File: config.mk
export PLATFORM = sky130hd
export DESIGN_NAME = fetch_stage
export DESIGN_NICKNAME = d
export VERILOG_FILES = /design/src/rtl/fetch_stage_pkg.sv /design/src/rtl/fetch_stage_pc_next_gen.sv /design/src/rtl/fetch_stage.sv
export SDC_FILE = /design/constraint.sdc
export NUM_CORES = 1
export LEC_CHECK = 0
export BUFFER_PORTS_ARGS = -buffer_cell sky130_fd_sc_hd__buf_2
export CORE_MARGIN = 8
export CORE_UTILIZATION = 51
export DETAILED_ROUTE_END_ITERATION = 12
export PLACE_DENSITY = 0.88
export SLEW_MARGIN = 20
export SYNTH_ARGS = -nofsm -noshare
export SYNTH_HDL_FRONTEND = slang
export SYNTH_SLANG_ARGS = --single-unit
export TNS_END_PERCENT = 5
File: constraint.sdc
create_clock -name clk -period 5.4 [get_ports clk]
set_input_delay 1.08 -clock clk [delete_from_list [all_inputs] [get_ports clk]]
set_output_delay 1.08 -clock clk [all_outputs]
set_load 0.05 [all_outputs]
File: src/rtl/fetch_stage_pkg.sv
// fetch_stage_pkg: shared constants, FSM state type and region decode for the IF stage.
package fetch_stage_pkg;
  localparam logic [6:0] OPC_OP_IMM = 7'b001_0011;
  localparam logic [31:0] NOP_INST_DEF = {25'd0, OPC_OP_IMM};
  localparam logic [31:0] RESET_PC_DEF = 32'h4000_0000;
  localparam logic [3:0] BIOS_NIB = 4'h4;
  localparam logic [3:0] IMEM_NIB = 4'h1;
  typedef enum logic {BOOT = 1'b0, RUN = 1'b1} fetch_state_e;
  function automatic logic in_bios(input logic [31:0] pc);
    return pc[31:28] == BIOS_NIB;
  endfunction
endpackage

File: src/rtl/fetch_stage_pc_next_gen.sv
// pc_next_gen: combinational next-PC selection and BIOS/IMEM source decode.
module pc_next_gen
  import fetch_stage_pkg::*;
(
  input  logic        boot,
  input  logic        pc_sel,
  input  logic [31:0] redirect_pc,
  input  logic        if_stall,
  input  logic [31:0] pc_f,
  output logic [31:0] next_pc,
  output logic        src_bios
);
  always_comb begin
    next_pc = boot ? pc_f : pc_sel ? (redirect_pc & ~32'h3) : if_stall ? pc_f : pc_f + 32'd4;
    src_bios = in_bios(next_pc);
  end
endmodule

File: src/rtl/fetch_stage.sv
// fetch_stage: IF stage owning the PC, BRAM read addressing and the IF/DX register.
// Optional perf counters enabled by defining FETCH_PERF_EN.
module fetch_stage
  import fetch_stage_pkg::*;
#(
  parameter logic [31:0] RESET_PC = RESET_PC_DEF,
  parameter logic [31:0] NOP_INST = NOP_INST_DEF,
  parameter int          BIOS_AW  = 12,
  parameter int          IMEM_AW  = 14
) (
  input  logic               clk,
  input  logic               rst_n,
  input  logic               pc_sel,
  input  logic [31:0]        redirect_pc,
  input  logic               if_flush,
  input  logic               if_stall,
  output logic [BIOS_AW-1:0] bios_addr,
  input  logic [31:0]        bios_dout,
  output logic [IMEM_AW-1:0] imem_addr,
  input  logic [31:0]        imem_dout,
  output logic [31:0]        inst_DX,
  output logic [31:0]        pc_DX,
  output logic               valid_DX,
  output logic [31:0]        fetch_count,
  output logic [31:0]        flush_count
);
  fetch_state_e state, state_nx;
  logic [31:0] pc_f, next_pc, inst_f;
  logic src_bios, src_sel_q, boot, squash, load;
  assign boot = state == BOOT;
  pc_next_gen u_pc_next_gen (
    .boot       (boot),
    .pc_sel     (pc_sel),
    .redirect_pc(redirect_pc),
    .if_stall   (if_stall),
    .pc_f       (pc_f),
    .next_pc    (next_pc),
    .src_bios   (src_bios)
  );
  // Addresses come from next_pc so the BRAM word for pc_f is ready while pc_f is current.
  assign bios_addr = next_pc[BIOS_AW+1:2];
  assign imem_addr = next_pc[IMEM_AW+1:2];
  assign inst_f = src_sel_q ? bios_dout : imem_dout;
  always_comb begin
    state_nx = RUN;
    squash = !boot && (if_flush || pc_sel);
    load = !boot && !squash && !if_stall;
  end
  always_ff @(posedge clk or negedge rst_n) begin
    if (!rst_n) begin
      state <= BOOT;
      pc_f <= RESET_PC;
      src_sel_q <= 1'b1;
      inst_DX <= NOP_INST;
      pc_DX <= RESET_PC;
      valid_DX <= 1'b0;
    end else begin
      state <= state_nx;
      pc_f <= next_pc;
      src_sel_q <= src_bios;
      if (boot || squash) begin
        inst_DX <= NOP_INST;
        pc_DX <= pc_f;
        valid_DX <= 1'b0;
      end else if (load) begin
        inst_DX <= inst_f;
        pc_DX <= pc_f;
        valid_DX <= 1'b1;
      end
    end
  end
`ifdef FETCH_PERF_EN
  logic [31:0] fetch_q, flush_q;
  always_ff @(posedge clk or negedge rst_n) begin
    if (!rst_n) begin
      fetch_q <= '0;
      flush_q <= '0;
    end else begin
      if (load) fetch_q <= fetch_q + 32'd1;
      if (squash) flush_q <= flush_q + 32'd1;
    end
  end
  assign fetch_count = fetch_q;
  assign flush_count = flush_q;
`else
  assign fetch_count = '0;
  assign flush_count = '0;
`endif
endmodule
# Yosys cells after proc, flatten, opt, wreduce, memory -nomap -nowiden
# Cells that the tools add are included.
# totals
reg_bits	99
output_inout_bits	155
wordCells	30
# op_classes
add_sub_neg	1
eq_ne	2
muxes	10
bitwise_logic	1
n_reduce_logical	9
# op_table
operator	n
$mux W32	8
$add A32 B3 Y32 const B	1
$eq A4 B3 Y1 const B	1
$logic_and A1 B1 Y1	3
$logic_not A1 Y1	2
$logic_or A1 B1 Y1	2
$mux W1	2
$ne A2 B2 Y1 const B	1
$reduce_and A2 Y1	1
$reduce_bool A2 Y1	1
$not A1 Y1	1

# Depth between registers and ports, before layout
# depth
depth_word	7
depth_mapped	8
depth_no_buf	7

# Modules after synthesis
# Synthesis repeated with hierarchy kept, for this count alone.
# unflattened
hier_cells	505
hier_area_um2	5427.7
# by_module_without_submodules
module	n_inst	cells_per_inst	area_per_inst_um2	seq_area_each_um2
fetch_stage	1	294	4202.8	2484.9
pc_next_gen	1	211	1224.9	0.0

# Worst setup path after synthesis
# OpenSTA, ideal clock, no wires.
# synth_path
path_kind	input port to output port
startpoint	input pc_sel
endpoint	output bios_addr[5]
t_arrival_ns	2.493
slack_ns	1.827
cell_stages	7
path_buffers	4
cell_sequence	clkbuf_1 > inv_1 > clkbuf_1 > buf_1 > o22ai_1 > a21oi_1 > buf_4
# synth_between
elab_chain_cells	2
# synth_lines
item	line_no	source
start, declared	fetch_stage.sv:13	input logic pc_sel,
$mux W32 (2 in series)	fetch_stage_pc_next_gen.sv:14	next_pc = boot ? pc_f : pc_sel ? (redirect_pc & ~32'h3) : if_stall ? pc_f : pc_f + 32'd4;
end, declared	fetch_stage.sv:17	output logic [BIOS_AW-1:0] bios_addr,
# No other way between the ends.

# Worst setup path after layout
# layout_path
startpoint	input pc_sel
endpoint	output bios_addr[8]
# The elaborated chain is that of the path after synthesis.

==> reports/results.txt <==
run status = completed
Switch Pwr = 0.000837 W
floorplan row count = 37
setup TNS = 0 ps
Setup crit end kind = primary output
maxcap violations = 0
share of post-route cells with drive strength above 1 = 36.1%
CTS sink count = 99
Post-synth top flop = dfrtp_1
CP most frequent cell = buf_2
Highest Clock Rate = 253 MHz
Die Ht = 119 µm
fillcell total = 876
Core ar. = 0.0104 mm²
Gate power share = 31.5%
CTS tree = yes
die width = 119 µm
Clock Path Buffers = 2
Post-CTS Resized = 0
Setup violations, final = 0
DIE AREA = 0.0142 mm²
most common cell after layout, fill and taps aside = buf_2
GR Overflow Total = 0
PortBufs = 189
Antenna diodes = 0
Reg power frac = 43.3%
internal power = 0.00125 W
leakage = 2.99 nW
crit-path max cell delay = 460 ps
Synth area leader = dfrtp_1
Worst setup SP type = input port
number of nets in the layout = 807
Synth area leaders = dfrtp_1 (43%), buf_4 (12%), mux2_2 (6.4%)
RSZ-0062 raised after global routing = false
placed inst area = 0.00605 mm²
Routed Antenna Nets = 0
vias in the first global route = 4804
Slowest cell on crit path = inv_1
Post-synth EDFFs = 0
pins over their slew limit = 0
clk_skew = 10.9 ps
Tmin final = 3950 ps
CTS Root Buffer Type = clkbuf_8
TritonRoute pass-1 iters = 5
Relative slew margins = 34.9%
most frequent cells in the layout = buf_2 (188), dfrtp_1 (92), nand2_1 (68)
TritonCTS Buffers = 9
wirelength, routed = 15600 µm
initial antenna violation count = 0
Fin. Hold Viols = 0
Area Growth Syn to Fin = 15.2%
Detail Placement HPWL = 12000 µm
clock-pin transition on the worst setup and hold timing paths = 90 ps
sequential share of the synthesized area = 45.6%
mapped cell area = 0.00545 mm²
Initial DRC Count = 332
CP cell instances = buf_2 -> inv_1 -> buf_4 -> o21ai_0 -> a21oi_1 -> a21o_1 -> buf_2
wire per inst = 18.5 µm
latest clock arrival within the worst-skew pair = 360 ps
WS Path Type = in2out
vias = 4585
pwr/cell area = 333 mW/mm²
switching fraction of total power = 40.1%
fin area = 0.00627 mm²
Netlist cell types = 52
H-Tree Level Count = 3
Clk pwr share = 25.2%
CP required = 4320 ps
Tcrit/Tclk final = 73.1%
worst-path fanout max = 22
Synth Register Bits = 99
total number of yosys warnings = 0
syn avg cell area = 9.74 µm²
Initial Util = 52.5%
top-area cell type share of the netlist area = 42.7%
total power = 0.00209 W
Ports = 256
largest net degree at the start of global routing = 60
cts hold-fix bufs = 0
Cells after Synth = 559
worst vdd ir = 0.000207 V
gr usage total = 21.0%
Worst EP arrival = 2870 ps
gpl congestion = 0.873
first-pass GRT wire length = 24700 µm
ys async rst share = 100%
Post CTS Setup Buffer Count = 0
Hold WC Path Type = reg2reg
drt drc = 0
Tightest Pin Transition = 976 ps
DR vias/cell = 5.42
-- cells by family (layout without fill, tap and decap cells) --
group / count (synthesis) / count (layout) / share of synthesized area, %
AOI/OAI and AO/OA: 130 / 130 / 14.2
adders and majority gates: 1 / 1 / 0.230
buffers and inverters: 126 / 214 / 15.0
DFF: 99 / 99 / 45.6
muxes: 62 / 62 / 12.1
other: 2 / 65 / 0.138
and+or+nand+nor: 139 / 139 / 12.7
-- sequential cells by signal (all words and copies together), names as in the netlist --
register   cells
inst_DX       32
pc_DX         32
pc_f          32
src_sel_q      1
state          1
valid_DX       1
-- metrics by stage --
| step | hold WS, ps | std cells | util, % | worst slack [ps] |
|---|---|---|---|---|
| 6_report | 485 | 846 | 60.5 | 1450 |
| 5_1_grt | 504 | 846 | 60.5 | 1300 |
| 3_3_place_gp | 459 | 830 | 58.4 | 1540 |
| 2_1_floorplan | 449 | 622 | - | 1830 |
| 3_5_place_dp | 469 | 830 | 58.4 | 1490 |
| 4_1_cts | 489 | 846 | 60.5 | 1480 |
-- routing by layer --
| metal | part of all wire (%) | global-route usage (%) |
|---|---|---|
| met1 | 37 | 23.4 |
| met2 | 50 | 37.0 |
| met3 | 9.7 | 6.33 |
| met4 | 2.8 | 7.96 |
| met5 | 0 | 0 |
-- layout make-up --
| class | instances | area [µm²] | share of cell area [%] |
|---|---|---|---|
| inverter | 6 | 22.5 | 0.359 |
| timing repair buffer | 192 | 983 | 15.7 |
| multi-input combinational | 397 | 2390 | 38.1 |
| clock buffer | 11 | 141 | 2.25 |
| clock inverter | 5 | 77.6 | 1.24 |
| tap | 136 | 170 | 2.71 |
| sequential | 99 | 2490 | 39.6 |
-- synthesized netlist by cell type (all sizes together) (3+ instances only) --
cell type   n
a21oi      37
a22o        7
a31oi       4
and2        4
and4        4
buf        98
clkbuf     22
dfrtp      93
dfstp       6
inv         6
mux2       31
mux2i      31
nand2      68
nand3      11
nand4      10
nor2       14
nor2b       5
nor3        6
nor4        5
o21ai      52
o22ai      10
o31ai       3
o32a        3
-- critical path: cells and delay by family --
kind / cells / cell delay (ps)
AOI/OAI and AO/OA: 3 / 450
buffers and inverters: 4 / 1330
-- power groups by stage --
stage | Combinational, W | Clock [W] | Sequential, W
2_1_floorplan | 0.000441 | 0 | 0.00103
3_3_place_gp | 0.000647 | 0 | 0.000908
3_5_place_dp | 0.000659 | 0 | 0.000917
4_1_cts | 0.000660 | 0.000539 | 0.000902
5_1_grt | 0.000694 | 0.000564 | 0.000916
6_report | 0.000659 | 0.000527 | 0.000904
-- worst paths after layout --
| kind | start | to | slack, ps | cells after the start |
|---|---|---|---|---|
| min in group asynchronous | rst_n | pc_DX[19] | 690 | 1 |
| worst max register to register | state | pc_DX[17] | 2590 | 4 |
| worst max-delay path | pc_sel | bios_addr[8] | 1450 | 7 |
| worst min-delay path | inst_DX[22] | inst_DX[22] | 480 | 2 |
| worst min register to register | inst_DX[22] | inst_DX[22] | 480 | 2 |
| max in group asynchronous | rst_n | state | 3540 | 2 |
No activity file was read; power rests on OpenSTA's default activity.
